<file path="src/rtl/mmu_sequencer.sv">
// Sequencer for a SIZE x SIZE weight-stationary mmu_array (SIZE >= 2): loads and swaps
// weights, feeds row-skewed activations and re-aligns column sums into one result per vector.
module mmu_sequencer #(
  parameter int SIZE = 2
) (
  input  logic                   clk,
  input  logic                   rst,
  input  logic                   start,
  input  logic                   keep_weights,
  input  logic [15:0]            num_vectors,
  output logic                   busy,
  output logic                   done,
  input  logic                   w_valid,
  output logic                   w_ready,
  input  logic [SIZE-1:0][7:0]   w_data,
  input  logic                   x_valid,
  output logic                   x_ready,
  input  logic [SIZE-1:0][7:0]   x_data,
  output logic                   y_valid,
  input  logic                   y_ready,
  output logic [SIZE-1:0][31:0]  y_data,
  output logic                   arr_run,
  output logic                   arr_load_weight,
  output logic                   arr_swap_weights,
  output logic [SIZE-1:0][7:0]   arr_weight_in,
  output logic [SIZE-1:0][7:0]   arr_data_in,
  input  logic [SIZE-1:0][31:0]  arr_acc_out
);

  localparam int VP = 2 * SIZE - 1;

  localparam logic [2:0] ST_IDLE   = 3'd0;
  localparam logic [2:0] ST_LOAD   = 3'd1;
  localparam logic [2:0] ST_SWAP   = 3'd2;
  localparam logic [2:0] ST_STREAM = 3'd3;
  localparam logic [2:0] ST_DRAIN  = 3'd4;

  logic [2:0]            state_r, state_s;
  logic [15:0]           remain_r, beat_cnt_r;
  logic [VP-1:0]         vp_r;
  logic                  y_valid_r, done_r;
  logic [SIZE-1:0][31:0] y_data_r, deskew_s;
  logic [SIZE-1:0][7:0]  entry_s;
  logic                  adv_s, accept_s, w_accept_s, drain_done_s;

  // The whole array/skew/deskew pipeline moves only when the output slot can take a value
  assign adv_s        = ((state_r == ST_STREAM) || (state_r == ST_DRAIN)) && (!y_valid_r || y_ready);
  assign x_ready      = (state_r == ST_STREAM) && adv_s && (remain_r != 16'd0);
  assign accept_s     = x_ready && x_valid;
  assign w_accept_s   = (state_r == ST_LOAD) && w_valid;
  assign entry_s      = accept_s ? x_data : '0;
  assign drain_done_s = (state_r == ST_DRAIN) && adv_s && (vp_r == '0);

  assign busy             = (state_r != ST_IDLE);
  assign done             = done_r;
  assign w_ready          = (state_r == ST_LOAD);
  assign arr_load_weight  = w_accept_s;
  assign arr_weight_in    = w_accept_s ? w_data : '0;
  assign arr_swap_weights = (state_r == ST_SWAP);
  assign arr_run          = adv_s;
  assign y_valid          = y_valid_r;
  assign y_data           = y_data_r;

  // Next-state selection for the job FSM
  always_comb begin
    state_s = state_r;
    case (state_r)
      ST_IDLE: begin
        if (start) state_s = keep_weights ? ST_STREAM : ST_LOAD;
        else       state_s = ST_IDLE;
      end
      ST_LOAD: begin
        if (w_accept_s && (beat_cnt_r == 16'(SIZE - 1))) state_s = ST_SWAP;
        else                                             state_s = ST_LOAD;
      end
      ST_SWAP: state_s = ST_STREAM;
      ST_STREAM: begin
        if ((remain_r == 16'd0) || (accept_s && (remain_r == 16'd1))) state_s = ST_DRAIN;
        else                                                          state_s = ST_STREAM;
      end
      ST_DRAIN: begin
        if (drain_done_s) state_s = ST_IDLE;
        else              state_s = ST_DRAIN;
      end
      default: state_s = ST_IDLE;
    endcase
  end

  // FSM state, vector/beat counters and the done pulse
  always_ff @(posedge clk) begin
    if (rst) begin
      state_r    <= ST_IDLE;
      remain_r   <= 16'd0;
      beat_cnt_r <= 16'd0;
      done_r     <= 1'b0;
    end else begin
      state_r <= state_s;
      done_r  <= drain_done_s;
      if ((state_r == ST_IDLE) && start) remain_r <= num_vectors;
      else if (accept_s)                 remain_r <= remain_r - 16'd1;
      if (state_r == ST_IDLE)  beat_cnt_r <= 16'd0;
      else if (w_accept_s)     beat_cnt_r <= beat_cnt_r + 16'd1;
    end
  end

  // Valid pipe and the common output register; the valid tail is registered with the data
  always_ff @(posedge clk) begin
    if (rst) begin
      vp_r      <= '0;
      y_valid_r <= 1'b0;
      y_data_r  <= '0;
    end else if (adv_s) begin
      vp_r      <= {vp_r[VP-2:0], accept_s};
      y_valid_r <= vp_r[VP-1];
      y_data_r  <= deskew_s;
    end
  end

  assign arr_data_in[0] = entry_s[0];

  for (genvar r = 1; r < SIZE; r++) begin : g_skew
    logic [r-1:0][7:0] chain_r;
    // Row r input is delayed by r advance stages
    always_ff @(posedge clk) begin
      if (rst) begin
        chain_r <= '0;
      end else if (adv_s) begin
        chain_r[0] <= entry_s[r];
        for (int k = 1; k < r; k++) chain_r[k] <= chain_r[k-1];
      end
    end
    assign arr_data_in[r] = chain_r[r-1];
  end

  assign deskew_s[SIZE-1] = arr_acc_out[SIZE-1];

  for (genvar c = 0; c < SIZE - 1; c++) begin : g_deskew
    localparam int D = SIZE - 1 - c;
    logic [D-1:0][31:0] chain_r;
    // Earlier columns finish sooner, so they wait SIZE-1-c stages to line up
    always_ff @(posedge clk) begin
      if (rst) begin
        chain_r <= '0;
      end else if (adv_s) begin
        chain_r[0] <= arr_acc_out[c];
        for (int k = 1; k < D; k++) chain_r[k] <= chain_r[k-1];
      end
    end
    assign deskew_s[c] = chain_r[D-1];
  end

endmodule

</file>
<file path="config.mk">
export PLATFORM = sky130hd
export DESIGN_NAME = mmu_sequencer
export DESIGN_NICKNAME = d
export VERILOG_FILES = /design/src/rtl/mmu_sequencer.sv
export SDC_FILE = /design/constraint.sdc
export NUM_CORES = 1
export LEC_CHECK = 0
export ABC_AREA = 1
export ABC_CLOCK_PERIOD_IN_PS = 1860
export CORE_MARGIN = 10
export CORE_UTILIZATION = 35
export CTS_CLUSTER_SIZE = 20
export DETAILED_ROUTE_END_ITERATION = 10
export DONT_BUFFER_PORTS = 1
export MAX_ROUTING_LAYER = met4
export PLACE_DENSITY = 0.46
export SYNTH_ARGS = -nofsm -noshare
export SYNTH_HDL_FRONTEND = slang
export SYNTH_SLANG_ARGS = --single-unit
</file>
<file path="constraint.sdc">
create_clock -name clk -period 1.86 [get_ports clk]
set_input_delay 0.372 -clock clk [delete_from_list [all_inputs] [get_ports clk]]
set_output_delay 0.372 -clock clk [all_outputs]
set_load 0.02 [all_outputs]
</file>
## After elaboration in Yosys (flattened, before gate mapping)

Cells that the tools add are included.

| storage, ports and cells | value |
|---|---|
| register bits after elaboration | 144 |
| input port bits | 119 |
| output and inout bits | 104 |

| operators by class | value |
|---|---|
| add/sub/neg operators | 2 |
| equality and inequality tests | 6 |
| mux-type cells | 10 |
| reduce and logical (&&, ||, !) cells | 21 |

Operators by type and width:

| cell | count |
|---|---|
| 2-to-1 mux 16 bit | 4 |
| equality test 16 x 1 -> 1 bit, second input constant | 2 |
| adder 16 x 1 -> 16 bit, second input constant | 1 |
| zero test 16 bit | 1 |
| nonzero test 16 bit | 1 |
| subtractor 16 x 1 -> 16 bit, second input constant | 1 |
| one-hot mux 3 bit (5 select lines) | 1 |
| logical AND 1 bit | 10 |
| equality test 3 x 2 -> 1 bit, second input constant | 2 |
| zero test 3 bit | 2 |
| 2-to-1 mux 2 bit | 3 |
| 2-to-1 mux 3 bit | 2 |
| equality test 3 x 1 -> 1 bit, second input constant | 1 |
| equality test 3 bit, second input constant | 1 |
| logical OR 1 bit | 3 |
| nonzero test 3 bit | 1 |
| nonzero test 2 bit | 1 |
| OR reduction 2 bit | 1 |
| zero test 1 bit | 1 |

## Longest topological paths before layout

Gate-level depths: netlist of run 1.

| logic depth | value |
|---|---|
| depth in word-level cells | 10 |
| gate-level depth with buffers | 11 |
| mapped depth without buffers | 11 |

## Worst setup path after synthesis of run 1

Ideal clock, no wire load.

| path | value |
|---|---|
| kind | flip-flop to output port |
| from | register remain_r[0] |
| to | output port x_ready |
| arrival time | 1.439 ns |
| setup slack | 0.049 ns |
| cell stages (with the launch flop) | 8 |
| path buffers | 0 |
| cells stage by stage | dfxtp_1 > inv_1 > ha_1 > nand2_2 > nor2_4 > nand2_2 > inv_1 > nor3_1 |

| between the ends | value |
|---|---|
| word-level cells in the longest chain between the ends | 2 |

RTL lines:

| what | line | source |
|---|---|---|
| start, declared | 39 | `logic [15:0] remain_r, beat_cnt_r;` |
| start signal, assigned | 99 | `if ((state_r == ST_IDLE) && start) remain_r <= num_vectors;` |
| start signal, assigned | 100 | `else if (accept_s) remain_r <= remain_r - 16'd1;` |
| nonzero test 16 bit | 48 | `assign x_ready = (state_r == ST_STREAM) && adv_s && (remain_r != 16'd0);` |
| logical AND 1 bit | 48 |  |
| end, declared | 17 | `output logic x_ready,` |

No other way between the ends.

==> impl_results.md, run 1 <==
* Yosys Warn Count at 0
* Max-slew headroom at 79.8%
* Fraction of layout cells with a size suffix above 1 at 19.5%
* Final ANT Viol Nets at 0
* Global-route wire length before repair at 29000 um
* Worst Hold Class: in -> reg
* Row count at 48
* Area share of the largest cell type after synthesis at 46.5%
* Clock Power Share at 40.4%
* First-pass DRT Iterations at 5
* Initial core utilization at 35.7%
* Internal cell power at 6.12 mW
* CP Launch Type: flop
* Peak VDD IR at 0.644 mV
* Total CTS buffers at 17
* Slowest CP cell: dfxtp_2
* CP required at 1490 ps
* Reg clk slew, reported paths at 60 ps
* Synthesized area per cell at 7.02 um^2
* Pre-CTS setup slack at 56.4 ps
* Maxcap violations at 0
* Die footprint at 23400 um^2
* Final net count at 1056
* R2R Setup Slk at 50 ps
* DR WL met2 at 9020 um
* Worst Path Class, Setup: reg -> out
* Final hold violations at 0
* HPWL after DPL at 12800 um
* RSZ-0062 raised after global routing: yes
* Psw at 2.45 mW
* # port buffers at 0
* Maximum clock insertion buffer count at 2
* Pwr dens at 1070 nW/um^2
* M1 wire length at 7930 um
* Seq/Total Area, Yosys at 46.5%
* Register share of total power at 40.0%
* Worst slew pin tran at 301 ps
* Max Transition Viols Final at 0
* Setup violations, final at 9
* Fin util at 46.2%
* Crit path time final at 1950 ps
* Worst Path Max Fanout at 4
* Core area at 17400 um^2
* Top Metal Used: met4
* Via density per instance at 4.89
* Cells after synthesis at 883
* Initial antenna violation count at 0
* Post-synthesis instance area at 6200 um^2
* Drc violations at 0
* Vias at 5716
* Worst Path Arrival at 1570 ps
* Count of buffer and inverter cells on the critical path at 1
* Worst skew pair latency at 420 ps
* Setup TNS at -590 ps
* Total wire length at 18900 um
* Outcome: complete, but fails checks
* Top cells by area, synth: dfxtp_1 (46%), nand2_1 (17%), a21oi_1 (10%), nor2_1 (5.1%), inv_1 (4.7%)
* #FFs+latches synth at 144
* Leakage at 3.05 nW
* CTS tree: yes
* Endpoint class of the critical path: output pin
* Slowest cell delay on critical path at 340 ps
* Switching Fraction at 28.6%
* WL/cell at 16.2 um
* Diodes inserted at 0
* Fin crit share at 105%
* Fmax at 514 MHz
* Die Y at 153 um
* Unique masters post-synth at 32
* Drt first-iter violations at 320
* H-tree depth at 4
* Number of fill cells at 1705
* Maximum number of pins on one net before global-route repair at 110
* Die X at 153 um
* Synthesized net count at 1006
* Slack of the critical path at -85.1 ps
* Clock Root Buffer: clkbuf_16
* CP top delay family: simple AND/OR/NAND/NOR gates
* Area leader, netlist: dfxtp_1
* CP Cell Sequence: nor2_2, nand2_1, nor2_4, nand2_4, nand3_4, nor2_1, buf_4
* Boundary Pins at 223
* Number of global-route vias before repair at 5412
* Area Overhead vs Synth at 29.3%
* Global route overflow at 0
* Failing checks: negative setup slack
* Sink Count at 144
* Met3 WL post-DR at 1670 um
* Layout Skew at 8.39 ps
* Comb pwr share at 19.6%
* Gpl congestion at 0.856
* All-Layer GR Usage at 15.5%
[worst paths after layout]
path,startpoint,cells past startpoint,endpoint
setup reg to reg,remain_r[14],16,remain_r[15]
hold reg to reg,g_deskew[0].chain_r[31],2,g_deskew[0].chain_r[31]
hold / removal,rst,1,y_data[59]
setup / recovery,remain_r[14],7,arr_data_in[2]
[cells by family (layout without fill, tap and decap cells)]
family	Yosys count	count (layout)	share of synthesized area (%)
mux	1	1	0.161
flops	144	144	46.5
fa+ha+maj	4	4	0.807
xor+xnor	2	2	0.283
buf+inv	133	194	9.20
simple gates	427	428	28.6
compound gates	172	172	14.5
[timing repair]
item | CTS | global route
hold endpoints to repair | 2 | 0
gates resized for setup | 50 | 72
endpoints found under the setup margin | 26 | 47
cloned | 4 | 1
hold buffers | 1 | 0
buffers inserted | 25 | 2
pin swaps | 18 | 5
[routing by layer]
metal	track usage, %	up-vias
met5	-	-
met4	5.09	0
met3	6.23	23
met2	24.1	215
met1	17.9	2576
li1	-	2902
[cell type report]
cell class / instances / area [um^2] / area share (%)
multi-input cells: 607 / 3040 / 37.9
flip-flops and latches: 144 / 2910 / 36.3
repair buffers: 81 / 872 / 10.9
clock buffers: 19 / 443 / 5.52
inverters: 82 / 319 / 3.98
well taps: 225 / 282 / 3.51
clock inverters: 12 / 160 / 2.00
[metrics by stage]
stage	cell area [um^2]	hold WS, ps	power [mW]	std cells
2_1_floorplan	6200	430	4.36	883
3_5_place_dp	6680	450	4.71	1107
5_1_grt	8020	7.78	9.02	1170
4_1_cts	7720	5.60	8.54	1168
3_3_place_gp	6680	443	4.69	1107
6_report	8020	30.2	8.58	1170
[sequential cells by signal, summed over array words and instances (netlist names)]
register	cells
g_deskew.chain_r	32
state_r	3
g_skew.chain_r	8
y_data	64
y_valid	1
vp_r	3
remain_r	16
done	1
beat_cnt_r	16
[layout by cell type (no fill, tap or decap), types with 8 or more instances in the layout]
cell	n
dfxtp_1	133
buf_6	23
nor2_2	8
inv_1	72
buf_4	46
nand3_1	31
o21ai_0	27
clkbuf_16	18
a21oi_1	128
nand2_1	269
nor2_4	27
nor2_1	58
nor3_1	11
[cell usage after synthesis]
cell type	count
o21ai_1	1
dfxtp_1	144
buf_6	1
ha_1	4
inv_1	77
nand4_1	7
mux2i_1	1
buf_2	15
o211a_1	2
a21oi_1	128
inv_2	3
nand3_2	4
nand3_4	1
nor2_4	4
nor3_2	1
a211oi_1	4
buf_1	1
or2_2	2
nand2_1	273
clkbuf_1	22
nor2_2	4
nor2_1	85
o21bai_1	5
nand3_1	31
xnor2_1	1
buf_4	12
xor2_1	1
a21oi_2	1
nor3_1	12
clkinv_1	2
nand2_2	3
o21ai_0	31
[power by group through the flow]
| stage | registers [mW] | logic, mW | clock network, mW |
|---|---|---|---|
| after detailed placement | 3.46 | 1.24 | 0 |
| after global routing | 3.44 | 1.86 | 3.71 |
| after CTS | 3.42 | 1.54 | 3.58 |
| after floorplan | 3.43 | 0.931 | 0 |
| final | 3.43 | 1.68 | 3.47 |
| after global placement | 3.46 | 1.23 | 0 |
(Power assumes the default switching activity.)
==> run 2: changes to the inputs <==
Settings changed: ABC_CLOCK_PERIOD_IN_PS 1860 to unset.
==> results of run 2 <==
Final layout, timing and power as in run 1 (identical DEF).
==> run 3: changes to the inputs <==
Settings changed: SETUP_SLACK_MARGIN set to 0.3.
==> run 3 against run 2 <==
The flow still finishes with violations (negative setup slack). Fmax fell by 0.61%. Via count is 11% higher. Non-clock buffer count is 77 higher. Sequential share of layout area decreased by 11 points. Wire length grew 33%. Cell count is 7.0% higher. Die area unchanged. Register-to-register slack got worse by 70 ps. Worst hold slack gained 3.5 ps. Largest cell class unchanged.
==> impl_results.md, run 3 (synthesized netlist as in run 1, its figures left out) <==
* Hold buffers post-CTS at 0
* Fmax at 511 MHz
* Setup violations, final at 19
* Global route overflow at 0
* Commonest non-fill, non-tap cell in the layout: dfxtp_1
* Clock Root Buffer: clkbuf_16
* Die Y at 153 um
* Leakage at 4.42 nW
* Initial core utilization at 35.7%
* Die X at 153 um
* Maximum clock insertion buffer count at 2
* Commonest cells after routing, fill and taps aside: dfxtp_1 (129), nand2_4 (124), nand2_1 (110), a21oi_2 (106), inv_1 (69)
* Worst Path Max Fanout at 5
* Fin crit share at 105%
* Layout Skew at 9.25 ps
* # port buffers at 0
* Outcome: complete, but fails checks
* CP Launch Type: flop
* Final ANT Viol Nets at 0
* Number of flip-flops in the largest register at 64
* Worst Hold Class: in -> reg
* Crit path time final at 1960 ps
* Sink Count at 144
* CTS tree: yes
* Max-slew headroom at 73.2%
* CP required at 1490 ps
* H-tree depth at 4
* Total CTS buffers at 17
* Die footprint at 23400 um^2
* Worst Path Arrival at 1590 ps
* Maxcap violations at 0
* Global-route wire length before repair at 37200 um
* Initial antenna violation count at 1
* Failing checks: negative setup slack
* Gpl congestion at 0.862
* Vias at 6344
* Max Transition Viols Final at 0
* Layout Cell Area excl Fill at 11300 um^2
* Peak VDD IR at 0.637 mV
* Worst Path Class, Setup: reg -> out
* Core area at 17400 um^2
* Worst slew pin tran at 401 ps
* WL/cell at 20.1 um
* Area Overhead vs Synth at 82.5%
* All-Layer GR Usage at 20.5%
* Slack of the critical path at -97.1 ps
* Pre-CTS setup slack at 105 ps
* Row count at 48
* Boundary Pins at 223
* Final hold violations at 0
* Drt first-iter violations at 272
* First-pass DRT Iterations at 4
* Maximum number of pins on one net before global-route repair at 111
* Worst skew pair latency at 420 ps
* Via density per instance at 5.07
* Number of global-route vias before repair at 6435
* Fraction of layout cells with a size suffix above 1 at 56.8%
* Total wire length at 25100 um
* HPWL after DPL at 13400 um
* Reg clk slew, reported paths at 60 ps
* Final net count at 1136
* Number of fill cells at 1302
* Endpoint class of the critical path: output pin
* Placed cell area at 6710 um^2
* RSZ-0062 raised after global routing: yes
* Drc violations at 0
* Pwr dens at 842 nW/um^2
run 3: timing repair:
| action | 4_1_cts | 5_1_grt |
|---|---|---|
| buffers inserted | 64 | 23 |
| setup endpoints to repair | 151 | 164 |
| resized for setup | 426 | 236 |
| pin swaps | 103 | 99 |
| gates cloned | 33 | 1 |
run 3: cell type report:
cell class	count	area, um^2	area share (%)
Antenna cell	1	2.50	0.0221
Clock buffer	19	453	4.00
Clock inverter	13	136	1.21
Inverter	82	368	3.25
Multi-Input combinational cell	607	4730	41.8
Sequential cell	144	2910	25.7
Tap cell	225	282	2.49
Timing Repair Buffer	158	2390	21.1
Timing Repair inverter	3	43.8	0.387
run 3: path summary, 6_finish.rpt:
path	from	end	slack, ps	cells after the start
worst min-delay path	rst	y_data[60]	30	1
worst max register to register	state_r[2]	y_data[22]	-20	13
worst max-delay path	remain_r[11]	arr_data_in[5]	-100	7
worst min register to register	g_deskew[0].chain_r[0]	g_deskew[0].chain_r[0]	450	2
run 3: critical path: stages (launching register included):
cell	delay (ps)
dfxtp_1	320
nor2_2	160
nand2_2	100
nor2_4	130
nand2_4	100
nand3_4	140
nor2_1	50
buf_4	150
run 3: metrics by stage:
| step | std cells | util (%) | setup TNS, ps | hold slack, ps | power (mW) |
|---|---|---|---|---|---|
| after floorplan | 883 | - | 0 | 430 | 4.44 |
| after global placement | 1098 | 38.6 | 0 | 441 | 4.75 |
| after detailed placement | 1098 | 38.6 | 0 | 448 | 4.76 |
| after CTS | 1227 | 58.7 | -956 | 6.87 | 9.23 |
| after global routing | 1252 | 65.2 | -3230 | 18.0 | 9.93 |
| final | 1252 | 65.2 | -890 | 33.7 | 9.53 |
run 3: routing by layer:
layer	up-vias	track usage [%]	wire, um
met5	-	-	0
met1	3007	22.9	9810
li1	3093	-	-
met4	0	5.86	384
met3	25	6.51	1720
met2	219	34.4	13200
run 3: power breakdown:
part	switching (mW)	internal [mW]
Combinational	1.36	1.28
Clock	1.36	2.04
Sequential	0.236	3.24
